## config.mk

```make
export PLATFORM = sky130hd
export DESIGN_NAME = spi_apb_seq
export DESIGN_NICKNAME = d
export VERILOG_FILES = /design/src/rtl/spi_apb_pkg.sv /design/src/rtl/spi_apb_seq_xfer.sv /design/src/rtl/spi_apb_seq.sv
export SDC_FILE = /design/constraint.sdc
export NUM_CORES = 1
export LEC_CHECK = 0
export CAP_MARGIN = 20
export CORE_MARGIN = 2
export CORE_UTILIZATION = 45
export CTS_CLUSTER_SIZE = 25
export DETAILED_ROUTE_END_ITERATION = 10
export GPL_TIMING_DRIVEN = 0
export PLACE_DENSITY = 0.75
export SETUP_SLACK_MARGIN = 0.05
export SYNTH_ARGS = -nofsm -noshare
export SYNTH_HDL_FRONTEND = slang
export SYNTH_SLANG_ARGS = --single-unit
```

## constraint.sdc

```tcl
create_clock -name P_clk -period 1.9 [get_ports P_clk]
set_input_delay 0.285 -clock P_clk [delete_from_list [all_inputs] [get_ports P_clk]]
set_output_delay 0.285 -clock P_clk [all_outputs]
set_load 0.05 [all_outputs]
```

## src/rtl/spi_apb_pkg.sv

```systemverilog
// Shared definitions for the SPI APB sequencer: register map, SR bit
// positions and the state encodings of the sequencer and transfer engine.
package spi_apb_pkg;

  localparam logic [2:0] ADDR_CR1 = 3'd0;
  localparam logic [2:0] ADDR_CR2 = 3'd1;
  localparam logic [2:0] ADDR_BR  = 3'd2;
  localparam logic [2:0] ADDR_SR  = 3'd3;
  localparam logic [2:0] ADDR_DR  = 3'd5;

  localparam int unsigned SR_SPIF  = 7;
  localparam int unsigned SR_SPTEF = 5;
  localparam int unsigned SR_MODF  = 4;

  typedef enum logic [3:0] {
    ST_IDLE,
    ST_CFG_CR2,
    ST_CFG_BR,
    ST_CFG_CR1,
    ST_READY,
    ST_WR_DR,
    ST_POLL_SR,
    ST_RD_DR,
    ST_RESP
  } seq_state_e;

  typedef enum logic [1:0] {
    X_IDLE,
    X_SETUP,
    X_ACCESS,
    X_GAP
  } xfer_state_e;

endpackage

```

## src/rtl/spi_apb_seq_xfer.sv

```systemverilog
// Single-transfer APB master engine. A request seen in IDLE or in the
// one-cycle post-transfer gap launches SETUP next cycle; address, direction
// and write data are latched at launch and held until the transfer completes.
module spi_apb_seq_xfer
  import spi_apb_pkg::*;
(
  input  logic       clk,
  input  logic       rst_n,
  input  logic       start,
  input  logic [2:0] addr,
  input  logic       write,
  input  logic [7:0] wdata,
  output logic       done,
  output logic [7:0] rdata,
  output logic       slverr,
  output logic [2:0] P_addr,
  output logic       P_sel,
  output logic       P_enable,
  output logic       P_write,
  output logic [7:0] P_wdata,
  input  logic       P_ready,
  input  logic       P_slverr,
  input  logic [7:0] P_rdata
);

  xfer_state_e state_q, state_d;
  logic        sel_q, sel_d;
  logic        en_q, en_d;
  logic [2:0]  addr_q, addr_d;
  logic        write_q, write_d;
  logic [7:0]  wdata_q, wdata_d;

  // Next-state logic for the SETUP / ACCESS / GAP sequence.
  always_comb begin
    state_d = state_q;
    sel_d   = sel_q;
    en_d    = en_q;
    addr_d  = addr_q;
    write_d = write_q;
    wdata_d = wdata_q;
    case (state_q)
      X_IDLE, X_GAP: begin
        if (start) begin
          state_d = X_SETUP;
          sel_d   = 1'b1;
          en_d    = 1'b0;
          addr_d  = addr;
          write_d = write;
          wdata_d = wdata;
        end else begin
          state_d = X_IDLE;
        end
      end
      X_SETUP: begin
        state_d = X_ACCESS;
        en_d    = 1'b1;
      end
      X_ACCESS: begin
        if (P_ready) begin
          state_d = X_GAP;
          sel_d   = 1'b0;
          en_d    = 1'b0;
        end
      end
      default: state_d = X_IDLE;
    endcase
  end

  // Engine state and registered APB pins.
  always_ff @(posedge clk or negedge rst_n) begin
    if (!rst_n) begin
      state_q <= X_IDLE;
      sel_q   <= 1'b0;
      en_q    <= 1'b0;
      addr_q  <= '0;
      write_q <= 1'b0;
      wdata_q <= '0;
    end else begin
      state_q <= state_d;
      sel_q   <= sel_d;
      en_q    <= en_d;
      addr_q  <= addr_d;
      write_q <= write_d;
      wdata_q <= wdata_d;
    end
  end

  assign done     = en_q & P_ready;
  assign rdata    = P_rdata;
  assign slverr   = en_q & P_ready & P_slverr;
  assign P_addr   = addr_q;
  assign P_sel    = sel_q;
  assign P_enable = en_q;
  assign P_write  = write_q;
  assign P_wdata  = wdata_q;

endmodule

```

## src/rtl/spi_apb_seq.sv

```systemverilog
// APB master sequencer for the SPI register block: programs CR2, BR, CR1,
// then runs write-DR / poll-SR / read-DR per command byte.
// Optional build macro SPI_SEQ_IRQ_WAIT_EN: wait for spi_interrupt_request
// instead of continuous SR polling, confirming SPIF with one SR read.
module spi_apb_seq
  import spi_apb_pkg::*;
#(
  parameter int unsigned POLL_LIMIT = 255
) (
  input  logic       P_clk,
  input  logic       P_rst,
  output logic [2:0] P_addr,
  output logic       P_sel,
  output logic       P_enable,
  output logic       P_write,
  output logic [7:0] P_wdata,
  input  logic       P_ready,
  input  logic       P_slverr,
  input  logic [7:0] P_rdata,
  input  logic       spi_interrupt_request,
  input  logic [7:0] cfg_cr1,
  input  logic [7:0] cfg_cr2,
  input  logic [7:0] cfg_br,
  input  logic       cfg_start,
  output logic       cfg_done,
  input  logic       cmd_valid,
  output logic       cmd_ready,
  input  logic [7:0] cmd_data,
  output logic       rsp_valid,
  output logic [7:0] rsp_data,
  output logic       rsp_err,
  output logic       busy
);

  localparam logic [7:0] LIMIT = 8'(POLL_LIMIT);

  seq_state_e state_q, state_d;
  logic [7:0] cr1_q, cr1_d, cr2_q, cr2_d, br_q, br_d;
  logic [7:0] cmd_q, cmd_d;
  logic [7:0] cnt_q, cnt_d, cnt_inc;
  logic       cfg_done_q, cfg_done_d;
  logic       rdy_q, rdy_d;
  logic       rsp_valid_q, rsp_valid_d;
  logic       rsp_err_q, rsp_err_d;
  logic [7:0] rsp_data_q, rsp_data_d;
  logic       busy_q, busy_d;

  logic       req;
  logic [2:0] req_addr;
  logic       req_write;
  logic [7:0] req_wdata;
  logic       x_done;
  logic       x_slverr;
  logic [7:0] x_rdata;

`ifdef SPI_SEQ_IRQ_WAIT_EN
  logic       irq_rd_q, irq_rd_d;
`else
  logic       unused_irq;
  assign unused_irq = spi_interrupt_request;
`endif

  assign cnt_inc = (cnt_q == 8'hFF) ? cnt_q : cnt_q + 8'd1;

  // Sequencing: request one APB transfer per state and advance on completion.
  always_comb begin
    state_d    = state_q;
    cr1_d      = cr1_q;
    cr2_d      = cr2_q;
    br_d       = br_q;
    cmd_d      = cmd_q;
    cnt_d      = cnt_q;
    cfg_done_d = cfg_done_q;
    rsp_err_d  = rsp_err_q;
    rsp_data_d = rsp_data_q;
    req        = 1'b0;
    req_addr   = ADDR_CR1;
    req_write  = 1'b0;
    req_wdata  = '0;
`ifdef SPI_SEQ_IRQ_WAIT_EN
    irq_rd_d   = irq_rd_q;
`endif
    case (state_q)
      ST_IDLE, ST_READY: begin
        if (cfg_start) begin
          cr1_d      = cfg_cr1;
          cr2_d      = cfg_cr2;
          br_d       = cfg_br;
          cfg_done_d = 1'b0;
          state_d    = ST_CFG_CR2;
        end else if (state_q == ST_READY && cmd_valid) begin
          cmd_d   = cmd_data;
          state_d = ST_WR_DR;
        end
      end
      ST_CFG_CR2: begin
        req       = 1'b1;
        req_addr  = ADDR_CR2;
        req_write = 1'b1;
        req_wdata = cr2_q;
        if (x_done) state_d = ST_CFG_BR;
      end
      ST_CFG_BR: begin
        req       = 1'b1;
        req_addr  = ADDR_BR;
        req_write = 1'b1;
        req_wdata = br_q;
        if (x_done) state_d = ST_CFG_CR1;
      end
      ST_CFG_CR1: begin
        req       = 1'b1;
        req_addr  = ADDR_CR1;
        req_write = 1'b1;
        req_wdata = cr1_q;
        if (x_done) begin
          cfg_done_d = 1'b1;
          state_d    = ST_READY;
        end
      end
      ST_WR_DR: begin
        req       = 1'b1;
        req_addr  = ADDR_DR;
        req_write = 1'b1;
        req_wdata = cmd_q;
        if (x_done) begin
          if (x_slverr) begin
            rsp_err_d  = 1'b1;
            rsp_data_d = '0;
            state_d    = ST_RESP;
          end else begin
            cnt_d   = '0;
`ifdef SPI_SEQ_IRQ_WAIT_EN
            irq_rd_d = 1'b0;
`endif
            state_d = ST_POLL_SR;
          end
        end
      end
      ST_POLL_SR: begin
`ifdef SPI_SEQ_IRQ_WAIT_EN
        // Waiting sub-phase issues no APB traffic; irq_rd_q marks the
        // single confirming SR read.
        if (irq_rd_q) begin
          req      = 1'b1;
          req_addr = ADDR_SR;
          if (x_done) begin
            irq_rd_d = 1'b0;
            if (x_slverr) begin
              rsp_err_d  = 1'b1;
              rsp_data_d = '0;
              state_d    = ST_RESP;
            end else if (x_rdata[SR_SPIF]) begin
              state_d = ST_RD_DR;
            end
          end
        end else if (spi_interrupt_request) begin
          irq_rd_d = 1'b1;
        end else begin
          cnt_d = cnt_inc;
          if (cnt_inc >= LIMIT) begin
            rsp_err_d  = 1'b1;
            rsp_data_d = '0;
            state_d    = ST_RESP;
          end
        end
`else
        req      = 1'b1;
        req_addr = ADDR_SR;
        if (x_done) begin
          if (x_slverr) begin
            rsp_err_d  = 1'b1;
            rsp_data_d = '0;
            state_d    = ST_RESP;
          end else if (x_rdata[SR_SPIF]) begin
            state_d = ST_RD_DR;
          end else begin
            cnt_d = cnt_inc;
            if (cnt_inc >= LIMIT) begin
              rsp_err_d  = 1'b1;
              rsp_data_d = '0;
              state_d    = ST_RESP;
            end
          end
        end
`endif
      end
      ST_RD_DR: begin
        req      = 1'b1;
        req_addr = ADDR_DR;
        if (x_done) begin
          rsp_err_d  = x_slverr;
          rsp_data_d = x_slverr ? 8'h00 : x_rdata;
          state_d    = ST_RESP;
        end
      end
      ST_RESP: state_d = ST_READY;
      default: state_d = ST_IDLE;
    endcase
    rdy_d       = (state_d == ST_READY);
    busy_d      = (state_d != ST_IDLE) && (state_d != ST_READY);
    rsp_valid_d = (state_d == ST_RESP);
  end

  // Sequencer state, captured configuration and registered outputs.
  always_ff @(posedge P_clk or negedge P_rst) begin
    if (!P_rst) begin
      state_q     <= ST_IDLE;
      cr1_q       <= '0;
      cr2_q       <= '0;
      br_q        <= '0;
      cmd_q       <= '0;
      cnt_q       <= '0;
      cfg_done_q  <= 1'b0;
      rdy_q       <= 1'b0;
      rsp_valid_q <= 1'b0;
      rsp_err_q   <= 1'b0;
      rsp_data_q  <= '0;
      busy_q      <= 1'b0;
`ifdef SPI_SEQ_IRQ_WAIT_EN
      irq_rd_q    <= 1'b0;
`endif
    end else begin
      state_q     <= state_d;
      cr1_q       <= cr1_d;
      cr2_q       <= cr2_d;
      br_q        <= br_d;
      cmd_q       <= cmd_d;
      cnt_q       <= cnt_d;
      cfg_done_q  <= cfg_done_d;
      rdy_q       <= rdy_d;
      rsp_valid_q <= rsp_valid_d;
      rsp_err_q   <= rsp_err_d;
      rsp_data_q  <= rsp_data_d;
      busy_q      <= busy_d;
`ifdef SPI_SEQ_IRQ_WAIT_EN
      irq_rd_q    <= irq_rd_d;
`endif
    end
  end

  spi_apb_seq_xfer u_xfer (
    .clk      (P_clk),
    .rst_n    (P_rst),
    .start    (req),
    .addr     (req_addr),
    .write    (req_write),
    .wdata    (req_wdata),
    .done     (x_done),
    .rdata    (x_rdata),
    .slverr   (x_slverr),
    .P_addr   (P_addr),
    .P_sel    (P_sel),
    .P_enable (P_enable),
    .P_write  (P_write),
    .P_wdata  (P_wdata),
    .P_ready  (P_ready),
    .P_slverr (P_slverr),
    .P_rdata  (P_rdata)
  );

  // cfg_start wins over a simultaneous command, so the handshake drops with it.
  assign cmd_ready = rdy_q & ~cfg_start;
  assign cfg_done  = cfg_done_q;
  assign rsp_valid = rsp_valid_q;
  assign rsp_data  = rsp_data_q;
  assign rsp_err   = rsp_err_q;
  assign busy      = busy_q;

endmodule

```

**Yosys cells after proc, flatten, opt, wreduce, memory -nomap -nowiden**

Cells that the tools add are included.
W data, S select, Z words.

- Output and inout bits: 27
- Bits of input ports: 47
- Latch bits: 0
- Memory bits (read-only): 0
- Memories: 0
- RAM bits: 0
- Register bits: 73

- Reduce and logical (&&, ||, !) cells: 22
- Equal/unequal tests: 28
- $add $sub $neg: 1
- Bitwise logic cells: 4
- Muxes and demuxes: 52
- Order comparisons: 1
- $mul: 0
- Shift-type cells: 0
- Divide/modulo/power cells: 0

Operators with widths:

| cell | count |
|---|---|
| $mux W8 | 14 |
| $mux W4 | 12 |
| $pmux W4 S8 | 1 |
| $pmux W8 S4 | 1 |
| $pmux W8 S3 | 1 |
| $eq A4 B3 Y1 const B | 5 |
| $pmux W8 S2 | 1 |
| $mux W1 | 15 |
| $ne A2 B2 Y1 const B | 7 |
| $pmux W3 S4 | 1 |
| $reduce_and A3 Y1 | 3 |
| $add A8 B1 Y8 const B | 1 |
| $eq A4 B2 Y1 const B | 2 |
| $eq A4 B4 Y1 const B | 2 |
| $eq A8 B8 Y1 const B | 1 |
| $ge A8 B8 Y1 const B | 1 |
| $ne A2 B1 Y1 const B | 4 |
| $reduce_and A7 Y1 | 1 |
| $ne A3 B3 Y1 const B | 2 |
| $pmux W1 S3 | 2 |
| $pmux W2 S3 | 1 |
| $reduce_and A2 Y1 | 3 |
| $reduce_and A6 Y1 | 1 |
| $reduce_bool A2 Y1 | 3 |
| 16 further kinds | 23 |

**Logic depth before layout (Yosys ltp)**

- Word-level depth: 10
- Mapped depth: 7
- Depth with buffers taken out: 7

**By module**

Synthesis repeated with hierarchy kept, for this count alone.

- Cells, all modules: 334
- Area total of the unflattened synthesis: 3,741.1 µm²

Modules (own cells, without submodules):

| module | times used | seq. area each (µm²) | cells each | area each (µm²) |
|---|---|---|---|---|
| spi_apb_seq | 1 | 1,426.4 | 275 | 2,959.1 |
| spi_apb_seq_xfer | 1 | 400.4 | 59 | 782.0 |

**Worst setup path before layout**

No wires, ideal clock.

- Path kind: register to register
- From: register cnt_q[0]
- To: register rsp_data_q[0] (netlist: rsp_data[0])
- Data required time: 1.779 ns
- Path slack: -0.055 ns
- Cell stages (with the launch flop): 8
- Setup time: 0.121 ns
- Data arrival time: 1.834 ns
- Period minus slack after synthesis: 1.955 ns
- Cell sequence: dfrtp_1 ha_1 nor4bb_1 mux2i_1 a22oi_1 a31oi_2 buf_6 a22o_1

- Word-level cells in the longest chain between the ends: 5
- Elaborated cells between the ends (all ways): 6
- Classes of those cells: add/sub: 1; order compare: 1; eq/ne: 2; mux: 1; reduce/logical: 1

Ends and longest elaborated chain:

| what | line | source |
|---|---|---|
| start: declaration | spi_apb_seq.sv:40 | `logic [7:0] cnt_q, cnt_d, cnt_inc;` |
| start signal: assignment | spi_apb_seq.sv:228 | `cnt_q <= cnt_d;` |
| $add A8 B1 Y8 / $eq A8 B8 Y1 (equally long branches) | spi_apb_seq.sv:63 | `assign cnt_inc = (cnt_q == 8'hFF) ? cnt_q : cnt_q + 8'd1;` |
| $mux W8 (*) | spi_apb_seq.sv:63 |  |
| $ge A8 B8 Y1 (*) | spi_apb_seq.sv:178 | `if (cnt_inc >= LIMIT) begin` |
| $ne A3 B3 Y1 (no source line) (*) | n/a |  |
| $reduce_and A7 Y1 (no source line) (*) | n/a |  |
| end signal: assignment | spi_apb_seq.sv:233 | `rsp_data_q <= rsp_data_d;` |
| end: declaration | spi_apb_seq.sv:45 | `logic [7:0] rsp_data_q, rsp_data_d;` |

Mark *: on every way between the ends. The rest lies on a longest branch, timed or not.
A chain may end at the register's enable or synchronous reset.

**Worst setup path in the final report**

- From: register cnt_q[1]
- To: register rsp_data_q[2] (netlist: rsp_data[2])

The elaborated chain is that of the path after synthesis.

==> run_results.csv <==
group,metric,value,unit
critical_path,r2r_start,"cnt_q[1]",
clocking,cts_tree,"yes",
logic_synthesis,synth_compound_area_share,14.36,%
logic_synthesis,syn-instance-count,311,
critical_path,crit_buf_inv,1,
drt,dr.pass1.iters,4,
timing,hold_viol,0,
logic_synthesis,synth_xor_area_share,0,%
timing,tightest_slew,881.8,ps
power,max-vdd-ir-drop,0.8190,mV
timing,finalSetupViolCount,2,
power,p_leak,0.002225,µW
logic_synthesis,yosysSeqAreaShare,53.07,%
global_route,grt_pass1_wl,13.26,mm
drt,num_vias,2683,
logic_synthesis,synth_nets,361,
job,timing.max_cap.violations,0,
finish,layout_commonest_cell,"dfrtp_1",
logic_synthesis,synth.distinct_cells,53,
status,violations,"setup timing",
logic_synthesis,ys.flop_type,"dfrtp_1",
status,status,"finished with violations",
finish,fin_nets,453,
timing,fin_hold_ws,50.76,ps
logic_synthesis,synth_seq_cells,73,
global_route,antenna_found_initial,0,
timing,rsz0062_at_grt,"yes",
drt,drt_iter0_markers,193,
critical_path,cp_max_fo,5,
floorplanning,num_rows,31,
floorplanning,core,0.007331,mm²
global_route,grt_pass1_vias,2721,
power,power_density,1508,mW/mm²
critical_path,endpoint_kind,"register",
logic_synthesis,synth_area_leaders,"dfrtp_1, mux2_1, nand2_1, nor2_1, mux2_2",
critical_path,crit_path_cell_trace,"ha_4 > nor4bb_1 > mux2i_1 > a22oi_2 > a31oi_4 > buf_6 > a22o_1",
power,p_total,7065,µW
critical_path,rr_endpoint,"rsp_data[2]",
critical_path,reg2reg_slack,-5,ps
logic_synthesis,ys_async_sr_fraction,100.0,%
logic_synthesis,synth_top_area_share,53.07,%
global_route,grt_use_total,20.15,%
logic_synthesis,yosysWarnings,0,
timing,max_freq,524.9,MHz
floorplanning,die_h,91.46,µm
critical_path,crit_family,"compound AO/OA/AOI/OAI gates",
timing,finalMaxSlewViolations,0,
finish,area_growth,36.10,%
logic_synthesis,synthAdderAreaFrac,1.091,%
clocking,clockBufferDepth,2,
clocking,cts_max_level,3,
finish,n_antenna_cell,0,
clocking,insertion_delay,360,ps
drt,wirelength,7.852,mm
drt,wl_per_cell,15.49,µm
finish,final_layout_size_suffix_gt1_share,15.44,%
critical_path,cp.arrival,2150,ps
timing,period_share,100.3,%
logic_synthesis,synth_edf_count,0,
drt,ant_nets,0,
drt,drc,0,
finish,final_cell_mix,"dfrtp_1, clkdlybuf4s50_1, nand2_1",
timing,fin_worst_skew,11.13,ps
clocking,root_buffer,"clkbuf_8",
place,place.gp.congestion,0.8810,
critical_path,start_kind,"register",
clocking,cts.sinks,73,
critical_path,worstPathRequired,2150,ps
floorplanning,die_w,91.46,µm
logic_synthesis,avgSynthCellArea,11.07,µm²
place,dpl.hpwl,5.576,mm
timing,min_period,1905,ps
timing,worst_slack,-5.064,ps
floorplanning,initial_core_util,46.95,%
logic_synthesis,synthMuxAreaShare,12.80,%
logic_synthesis,synthSimpleGateAreaFrac,15.30,%
critical_path,cp_slowest_cell,"dfrtp_2",
clocking,hold_buffers,0,
critical_path,path_class,"reg -> reg",
critical_path,rr_worst_depth,7,
global_route,gr-total-overflow,0,
logic_synthesis,synth_area,0.003442,mm²
worst_hold_path,hold_path.class,"in -> async",
critical_path,max_stage_delay,430,ps
floorplanning,dieArea,0.008365,mm²
clocking,cts.clk_slew.worst_paths,80,ps
timing,slew_headroom,41.21,%
place,io_buffers,72,
drt,vias_per_cell,5.292,
logic_synthesis,synth_area_leader_cell,"dfrtp_1",
logic_synthesis,synth_top_family_by_area,"simple AND/OR/NAND/NOR gates",
clocking,cts_buffers,9,
global_route,grt_max_degree,74,
floorplanning,boundaryPins,74,
worst max path at each step:
stage,start,to,slack [ps],depth (start not counted)
floorplan,cnt_q[0],rsp_data[0],60,7
global placement,P_rst,cnt_q[0],-2140,1
detailed placement,cfg_start,cr2_q[3],-410,4
CTS,cnt_q[0],rsp_data[4],-10,7
global route,cnt_q[1],rsp_data[4],-90,7
finish,cnt_q[1],rsp_data[2],-5,7
cell type report:
| type | count | area (µm²) |
|---|---|---|
| fill | 590 | 2646 |
| sequential | 73 | 1829 |
| multi-input combinational | 213 | 1543 |
| timing repair buffer | 81 | 819.5 |
| clock buffer | 9 | 123.9 |
| clock inverter | 7 | 123.9 |
| tap | 99 | 123.9 |
| buffer | 13 | 76.32 |
| inverter | 12 | 45.04 |
cells by family after synthesis:
group	Yosys count
AOI/OAI and AO/OA	73
adders and majority gates	3
buffers and inverters	25
DFF	73
muxes	40
and+or+nand+nor	97
synthesized netlist by cell type (all sizes together) (2+ instances only):
library cell / count
dfrtp: 73
mux2: 32
nand2: 31
nor2: 28
o21ai: 20
a21oi: 12
inv: 12
a22o: 8
buf: 8
mux2i: 8
a221oi: 7
a31oi: 7
clkbuf: 5
nand2b: 5
and3: 4
nand3: 4
nor2b: 4
o31ai: 4
a211oi: 3
ha: 3
nand3b: 3
nand4: 3
nor3: 3
and2: 2
nor4bb: 2
o211ai: 2
o22ai: 2
or3: 2
per-stage QoR:
step / std cells / utilization [%] / setup slack, ps / cell area [µm²] / TNS (ps)
after floorplan: 311 / - / 56.79 / 3456 / 0
final: 507 / 63.90 / -5.064 / 4684 / -9.142
after global placement: 482 / 58.66 / -2140 / 4300 / -146470
after global routing: 507 / 63.90 / -93.09 / 4684 / -731.6
after detailed placement: 482 / 58.63 / -408.5 / 4298 / -9497
after CTS: 506 / 63.05 / -10.67 / 4622 / -10.67
state kept, by name, summed over array words and instances, names as in the netlist:
signal           flops
u_xfer.P_addr        3
cr2_q                8
u_xfer.P_sel         1
busy                 1
rsp_err              1
u_xfer.state_q       2
cfg_done             1
u_xfer.P_enable      1
cmd_q                8
u_xfer.P_wdata       8
state_q              4
cnt_q                8
rdy_q                1
u_xfer.P_write       1
cr1_q                8
rsp_data             8
br_q                 8
rsp_valid            1
power breakdown:
part	internal (µW)	total [µW]	leakage, µW	switching (µW)
clock	883	1480	0.000120	601
combinational	1200	3100	0.00119	1900
sequential	2150	2480	0.000919	333
routing by layer:
metal / up-vias / share of wire [%] / track usage (%)
met5: - / 0 / 0
li1: 1319 / - / -
met1: 1287 / 47 / 29.44
met4: 0 / 1.1 / 7.323
met2: 69 / 47 / 29.35
met3: 8 / 4.8 / 4.481
timing repair:
action	CTS	global route
cloned	1	0
resized for setup	9	23
endpoints found under the setup margin	39	40
buffers inserted	7	1
pin swaps	9	8
(Power assumes the default switching activity.)
